## config.mk

```make
export PLATFORM = sky130hd
export DESIGN_NAME = pll_lock_reset_ctrl
export DESIGN_NICKNAME = d
export VERILOG_FILES = /design/src/rtl/pll_lock_reset_ctrl.sv
export SDC_FILE = /design/constraint.sdc
export NUM_CORES = 1
export LEC_CHECK = 0
export BUFFER_PORTS_ARGS = -buffer_cell sky130_fd_sc_hd__buf_2
export CAP_MARGIN = 0
export CELL_PAD_IN_SITES_DETAIL_PLACEMENT = 0
export CELL_PAD_IN_SITES_GLOBAL_PLACEMENT = 1
export CORE_MARGIN = 5
export CORE_UTILIZATION = 40
export CTS_CLUSTER_DIAMETER = 150
export DETAILED_ROUTE_END_ITERATION = 10
export PLACE_DENSITY_LB_ADDON = 0.3
export RECOVER_POWER = 25
export SYNTH_ARGS = -nofsm -noshare
export SYNTH_HDL_FRONTEND = slang
export SYNTH_SLANG_ARGS = --single-unit
```

## constraint.sdc

```tcl
create_clock -name clk -period 3.45 [get_ports clk]
set_input_delay 0.69 -clock clk [delete_from_list [all_inputs] [get_ports clk]]
set_output_delay 0.69 -clock clk [all_outputs]
set_load 0.05 [all_outputs]
```

## src/rtl/pll_lock_reset_ctrl.sv

```systemverilog
// Sequences PLL reset, qualifies a synchronized lock flag over a stable window,
// and releases the CPU system reset only while lock is held.
module pll_lock_reset_ctrl #(
  parameter int unsigned PLL_RST_CYC  = 16,
  parameter int unsigned LOCK_STABLE  = 256,
  parameter int unsigned LOCK_TIMEOUT = 65536,
  parameter int unsigned CNT_W        = 17
) (
  input  logic       clk,
  input  logic       reset,
  input  logic       extlock,
  input  logic       lock_bypass,
  output logic       pll_reset,
  output logic       sys_rst,
  output logic       sys_rst_n,
  output logic       locked,
  output logic [3:0] retry_cnt,
  output logic [1:0] state
);

  typedef enum logic [1:0] {
    PLL_RST   = 2'd0,
    WAIT_LOCK = 2'd1,
    STABLE    = 2'd2,
    RUN       = 2'd3
  } state_e;

  localparam logic [CNT_W-1:0] RST_LAST = CNT_W'(PLL_RST_CYC - 1);
  localparam logic [CNT_W-1:0] STB_LAST = CNT_W'(LOCK_STABLE - 1);
  localparam logic [CNT_W-1:0] TMO_LAST = CNT_W'(LOCK_TIMEOUT - 1);

  state_e           state_q, state_d;
  logic [CNT_W-1:0] cnt_q, cnt_d;
  logic [3:0]       retry_q, retry_d;
  logic             sync1_q, sync2_q;
  logic             pll_reset_q, pll_reset_d;
  logic             sys_rst_q, sys_rst_d;
  logic             locked_q, locked_d;
  logic             lock_ok;

  // Bypass is a static strap, so it joins after the synchronizer.
  assign lock_ok = sync2_q | lock_bypass;

  always_ff @(posedge clk) begin
    if (reset) begin
      state_q     <= PLL_RST;
      cnt_q       <= '0;
      retry_q     <= '0;
      sync1_q     <= 1'b0;
      sync2_q     <= 1'b0;
      pll_reset_q <= 1'b1;
      sys_rst_q   <= 1'b1;
      locked_q    <= 1'b0;
    end else begin
      state_q     <= state_d;
      cnt_q       <= cnt_d;
      retry_q     <= retry_d;
      sync1_q     <= extlock;
      sync2_q     <= sync1_q;
      pll_reset_q <= pll_reset_d;
      sys_rst_q   <= sys_rst_d;
      locked_q    <= locked_d;
    end
  end

  always_comb begin
    state_d = state_q;
    cnt_d   = cnt_q + CNT_W'(1);
    retry_d = retry_q;
    unique case (state_q)
      PLL_RST: begin
        if (cnt_q == RST_LAST) state_d = WAIT_LOCK;
      end
      WAIT_LOCK: begin
        if (lock_ok) begin
          state_d = STABLE;
        end else if (cnt_q == TMO_LAST) begin
          state_d = PLL_RST;
          if (retry_q != 4'hF) retry_d = retry_q + 4'd1;
        end
      end
      STABLE: begin
        if (!lock_ok) state_d = WAIT_LOCK;
        else if (cnt_q == STB_LAST) state_d = RUN;
      end
      RUN: begin
        cnt_d = '0;
        if (!lock_ok) state_d = WAIT_LOCK;
      end
      default: state_d = PLL_RST;
    endcase
    if (state_d != state_q) cnt_d = '0;
  end

  // Outputs are decoded from the next state so they flip on the same edge as state.
  always_comb begin
    pll_reset_d = (state_d == PLL_RST);
    sys_rst_d   = (state_d != RUN);
    locked_d    = (state_d == RUN);
  end

  assign pll_reset = pll_reset_q;
  assign sys_rst   = sys_rst_q;
  assign sys_rst_n = ~sys_rst_q;
  assign locked    = locked_q;
  assign retry_cnt = retry_q;
  assign state     = state_q;

endmodule

```

# Yosys cells after proc, flatten, opt, wreduce, memory -nomap -nowiden
# Index checks and enable logic that the tools add are counted.
totals:
  in_bits: 4
  ff_bits: 28
  word_cells: 34
op_classes:
  bitwise_logic: 3
  muxes: 7
  reduce_logical: 4
  n_eq_ne: 10
  n_addsub: 2
ops:
  columns: ["operator", "n"]
  rows:
  - ["$add 17x1->17 const B", 1]
  - ["$eq 17x16->1 const B", 1]
  - ["$eq 17x4->1 const B", 1]
  - ["$eq 17x8->1 const B", 1]
  - ["$mux 2", 6]
  - ["$pmux 2 s4", 1]
  - ["$eq 2x2->1 const B", 3]
  - ["$add 4x1->4 const B", 1]
  - ["$logic_not 2->1", 2]
  - ["$ne 4x4->1 const B", 1]
  - ["$reduce_and 4->1", 1]
  - ["$reduce_or 3->1", 1]
  - ["$eq 2x1->1 const B", 1]
  - ["$ne 2x2->1", 1]
  - ["$ne 2x2->1 const B", 1]
  - ["$not 1->1", 2]
  - ["$or 1x1->1", 1]

# Logic depth before layout (Yosys ltp)
depth:
  depth_word: 6
  depth_mapped: 10
  depth_no_buf: 9

# Worst setup path before layout
# No wires, ideal clock.
synth_path:
  path_kind: "reg2reg"
  startpoint: "register cnt_q[0]"
  endpoint: "register cnt_q[11]"
  t_arrival_ps: 2216
  slack_ps: 1171
  synth_period_minus_slack_ps: 2279
  stages_incl_launch_ff: 11
  setup_ps: 62
  path_buffers: 1
  required_ps: 3388
  path_cell_list: "dfxtp_1 ha_1 nand3_1 nor3_1 and4_1 ha_1 nor4b_1 a311oi_1 a31oi_4 buf_6 nor2_2"
synth_between:
  elab_chain_len: 6
  elab_cells_between_ends: 12
  classes_between: "add/sub (1); eq/ne (4); mux (6); reduce/logical (1)"
synth_lines:
  columns: ["element", "line_no", "source"]
  rows:
  - ["start, declared", "33", "logic [CNT_W-1:0] cnt_q, cnt_d;"]
  - ["start signal, assigned", "56", "cnt_q <= cnt_d;"]
  - ["$eq 17x8->1 or $eq 17x16->1 (tied branches)", "84, 77", null]
  - ["$mux 2 (on tied branches)", "84, 77", null]
  - ["$mux 2 (on tied branches)", "83, 75", null]
  - ["$pmux 2 s4", "70", "unique case (state_q)"]
  - ["$ne 2x2->1", "92", "if (state_d != state_q) cnt_d = '0;"]
  - ["$reduce_or 3->1 (no line)", null, null]
# Several ways; a longest one is shown, not always the timed one.
# A chain may end at the register's enable or synchronous reset.

# Worst setup path after layout
layout_path:
  startpoint: "register cnt_q[0]"
  endpoint: "register cnt_q[10]"
# Same word-level chain as after synthesis.

==> impl_metrics.env <==
export IMPL_cp_max_fo=17
export IMPL_rows=20
export IMPL_synth_common_cells="dfxtp_1, nor2_1, nor2_2, xor2_1, nand3_1"
export IMPL_via_per_inst=5.20
export IMPL_drtPass1Iterations=3
export IMPL_synth_nets=135
export IMPL_dieArea_um2=4290
export IMPL_drv_slew=0
export IMPL_path_class="flop to flop"
export IMPL_status="finished, final reports clean"
export IMPL_drt_total_wl_mm=2.16
export IMPL_yosysMostFrequentCell="dfxtp_1"
export IMPL_cts_resized=0
export IMPL_p_sw_uw=110
export IMPL_synth_edf_count=0
export IMPL_nets=149
export IMPL_drive_gt1_share_pct=17.7
export IMPL_rr_startpoint="cnt_q[0]"
export IMPL_synthArstFlopShare_pct=0
export IMPL_yosysTopAreaCell="dfxtp_1"
export IMPL_power_frac_clock_pct=38.0
export IMPL_core_um2=3000
export IMPL_ys_seq_elements=28
export IMPL_min_to="sync2_q"
export IMPL_first_global_vias=897
export IMPL_fin_crit_sh_pct=76.0
export IMPL_synth_warnings=0
export IMPL_syn_cell_area_um2=1230
export IMPL_root_buffer="clkbuf_4"
export IMPL_slew_headroom_pct=57.5
export IMPL_areaGrowthSynthToFinish_pct=8.21
export IMPL_hold_ws_ns=0.478
export IMPL_start_kind="flop"
export IMPL_drtAntennaViolNets=0
export IMPL_multiInputGateArea_um2=609
export IMPL_synth_top_area_share_pct=45.4
export IMPL_boundaryPins=14
export IMPL_hpwl_mm=1.63
export IMPL_fin_tns_setup_ns=0
export IMPL_synth_seq_area_share_pct=45.4
export IMPL_fin_crit_ns=2.62
export IMPL_clkTransAtPathRegs_ns=0.16
export IMPL_rsz0062_at_grt="false"
export IMPL_die_y_um=65.5
export IMPL_cts_setup_buffers=0
export IMPL_drt_iter0_drc=52
export IMPL_timing_rr_end="cnt_q[10]"
export IMPL_clk_path_buf_depth=2
export IMPL_insertion_delay_ns=0.33
export IMPL_hold_class="flop to flop"
export IMPL_port_buffers=13
export IMPL_hold_violations=0
export IMPL_clock_skew_ns=0.0191
export IMPL_vias=904
export IMPL_hold_depth=1
export IMPL_grt_overflow_total=0
export IMPL_synth_cell_types=34
export IMPL_synth_area_leaders="dfxtp_1, xor2_1, nor2_1"
export IMPL_cts_tree="built"
export IMPL_finalSetupViolCount=0
export IMPL_detail_route_drc_violations=0
export IMPL_combPwrFrac_pct=3.0
export IMPL_max_cap_viol_count=0
export IMPL_power_leakage_uw=0.000498
export IMPL_ff2ff_setup_slack_ns=0.83
export IMPL_power_density_nw_per_um2=420
export IMPL_cts_made_buffers=3
export IMPL_synth_avg_cell_area_um2=9.64
export IMPL_dieWidth_um=65.5
export IMPL_clock_sinks=28
export IMPL_cp_end_kind="flop"
export IMPL_n_antenna_cell=0
export IMPL_seqPwrFrac_pct=59.1
export IMPL_track_usage_pct=11.6
export IMPL_wire_per_inst_um=12.4
export IMPL_cts_hold_buf=0
export IMPL_reg2regPathDepth=9
export IMPL_grt_max_degree=18
export IMPL_nFillCells=317
export IMPL_htree_num_levels=1
export IMPL_max_freq_mhz=381
export IMPL_gp_congestion=0.771
export IMPL_internal_power_uw=451
export IMPL_antenna_found_initial=0
export IMPL_switching_share_pct=19.6
export IMPL_synthFlopType="dfxtp_1"
export IMPL_initial_utilization_pct=41.1
export IMPL_hp_start="sync1_q"
export IMPL_regArea_um2=561
export IMPL_grt_first_pass_wirelength_mm=3.88
export IMPL_synth_cells=128
export IMPL_ir_worst_vdd_mv=0.187
export IMPL_worstPathArrival_ns=2.88
export IMPL_tightest_slew_ns=0.637
export IMPL_cp_required_ns=3.71
## worst max path at each step
stage | from | to | slack, ns | cells after the start
finish | cnt_q[0] | cnt_q[10] | 0.83 | 9
global route | cnt_q[0] | cnt_q[1] | 0.53 | 9
floorplan | cnt_q[0] | cnt_q[11] | 1.17 | 10
global placement | cnt_q[0] | cnt_q[1] | 0.96 | 9
CTS | cnt_q[0] | cnt_q[10] | 0.81 | 9
detailed placement | cnt_q[0] | cnt_q[10] | 0.86 | 9
## cell families after synthesis
family                   Yosys count  synth area share (%)
AO/OA/AOI/OAI                      8                  6.09
XOR/XNOR                          17                  12.1
adder cells (fa/ha/maj)            3                  3.04
buffers and inverters              8                  3.95
flip-flops                        28                  45.4
multiplexers                       1                 0.811
AND/OR/NAND/NOR                   63                  28.6
## per-stage QoR
| stage | setup slack (ns) | std cells | power [µW] | util, % | instance area (µm²) |
|---|---|---|---|---|---|
| 2_1_floorplan | 1.17 | 128 | 353 | - | 1230 |
| 3_3_place_gp | 0.964 | 170 | 355 | 43.5 | 1310 |
| 3_5_place_dp | 0.862 | 170 | 356 | 43.5 | 1310 |
| 4_1_cts | 0.807 | 174 | 570 | 45.3 | 1360 |
| 5_1_grt | 0.534 | 174 | 584 | 44.5 | 1340 |
| 6_report | 0.827 | 174 | 561 | 44.5 | 1340 |
## per-layer routing
layer / wire length, µm / global-route usage (%)
met5: 0 / 0
met4: 21 / 4.66
met1: 946 / 13.7
met3: 72 / 2.22
met2: 1120 / 20.5
## sequential cells by signal, summed over array words and instances, names as in the netlist
register and flops:
sync1_q 1, locked 1, sync2_q 1, retry_cnt 4, cnt_q 17, sys_rst 1
pll_reset 1, state 2
## critical path, cell delays in order (launching register included)
cell and delay, ns:
dfxtp_1 0.42, ha_1 0.23, nand3_1 0.11, nor3_1 0.32, and4_1 0.24, ha_1 0.18
nor4b_1 0.06, a311oi_1 0.46, a31oi_4 0.33, nor2_2 0.19
## layout by cell type, fill, tap and decap left out, drive strengths merged, types with 2 or more instances in the layout
cell type | netlist | layout
dfxtp | 28 | 28
nor2 | 28 | 28
xor2 | 10 | 10
clkbuf | 3 | 10
nand3 | 9 | 9
xnor2 | 7 | 7
buf | 1 | 6
nand2 | 5 | 5
inv | 4 | 4
nand4 | 4 | 4
nor3 | 3 | 3
nor2b | 3 | 3
ha | 3 | 3
and3 | 3 | 3
nor4b | 2 | 2
nor4 | 2 | 2
## power by group through the flow
stage | Combinational [µW] | Sequential, µW | Clock (µW)
after floorplan | 14.8 | 338 | 0
after global placement | 16.5 | 338 | 0
after detailed placement | 17.3 | 338 | 0
after CTS | 17.3 | 332 | 221
after global routing | 18.6 | 333 | 233
final | 16.7 | 331 | 213
## cell type report
| class | instances | share of cell area, % |
|---|---|---|
| Clock buffer | 3 | 1.69 |
| Clock inverter | 1 | 2.25 |
| Inverter | 4 | 1.12 |
| Multi-Input combinational cell | 92 | 45.6 |
| Sequential cell | 28 | 42.0 |
| Tap cell | 33 | 3.09 |
| Timing Repair Buffer | 13 | 4.22 |
Note: power is estimated with default switching activity, not from simulation.
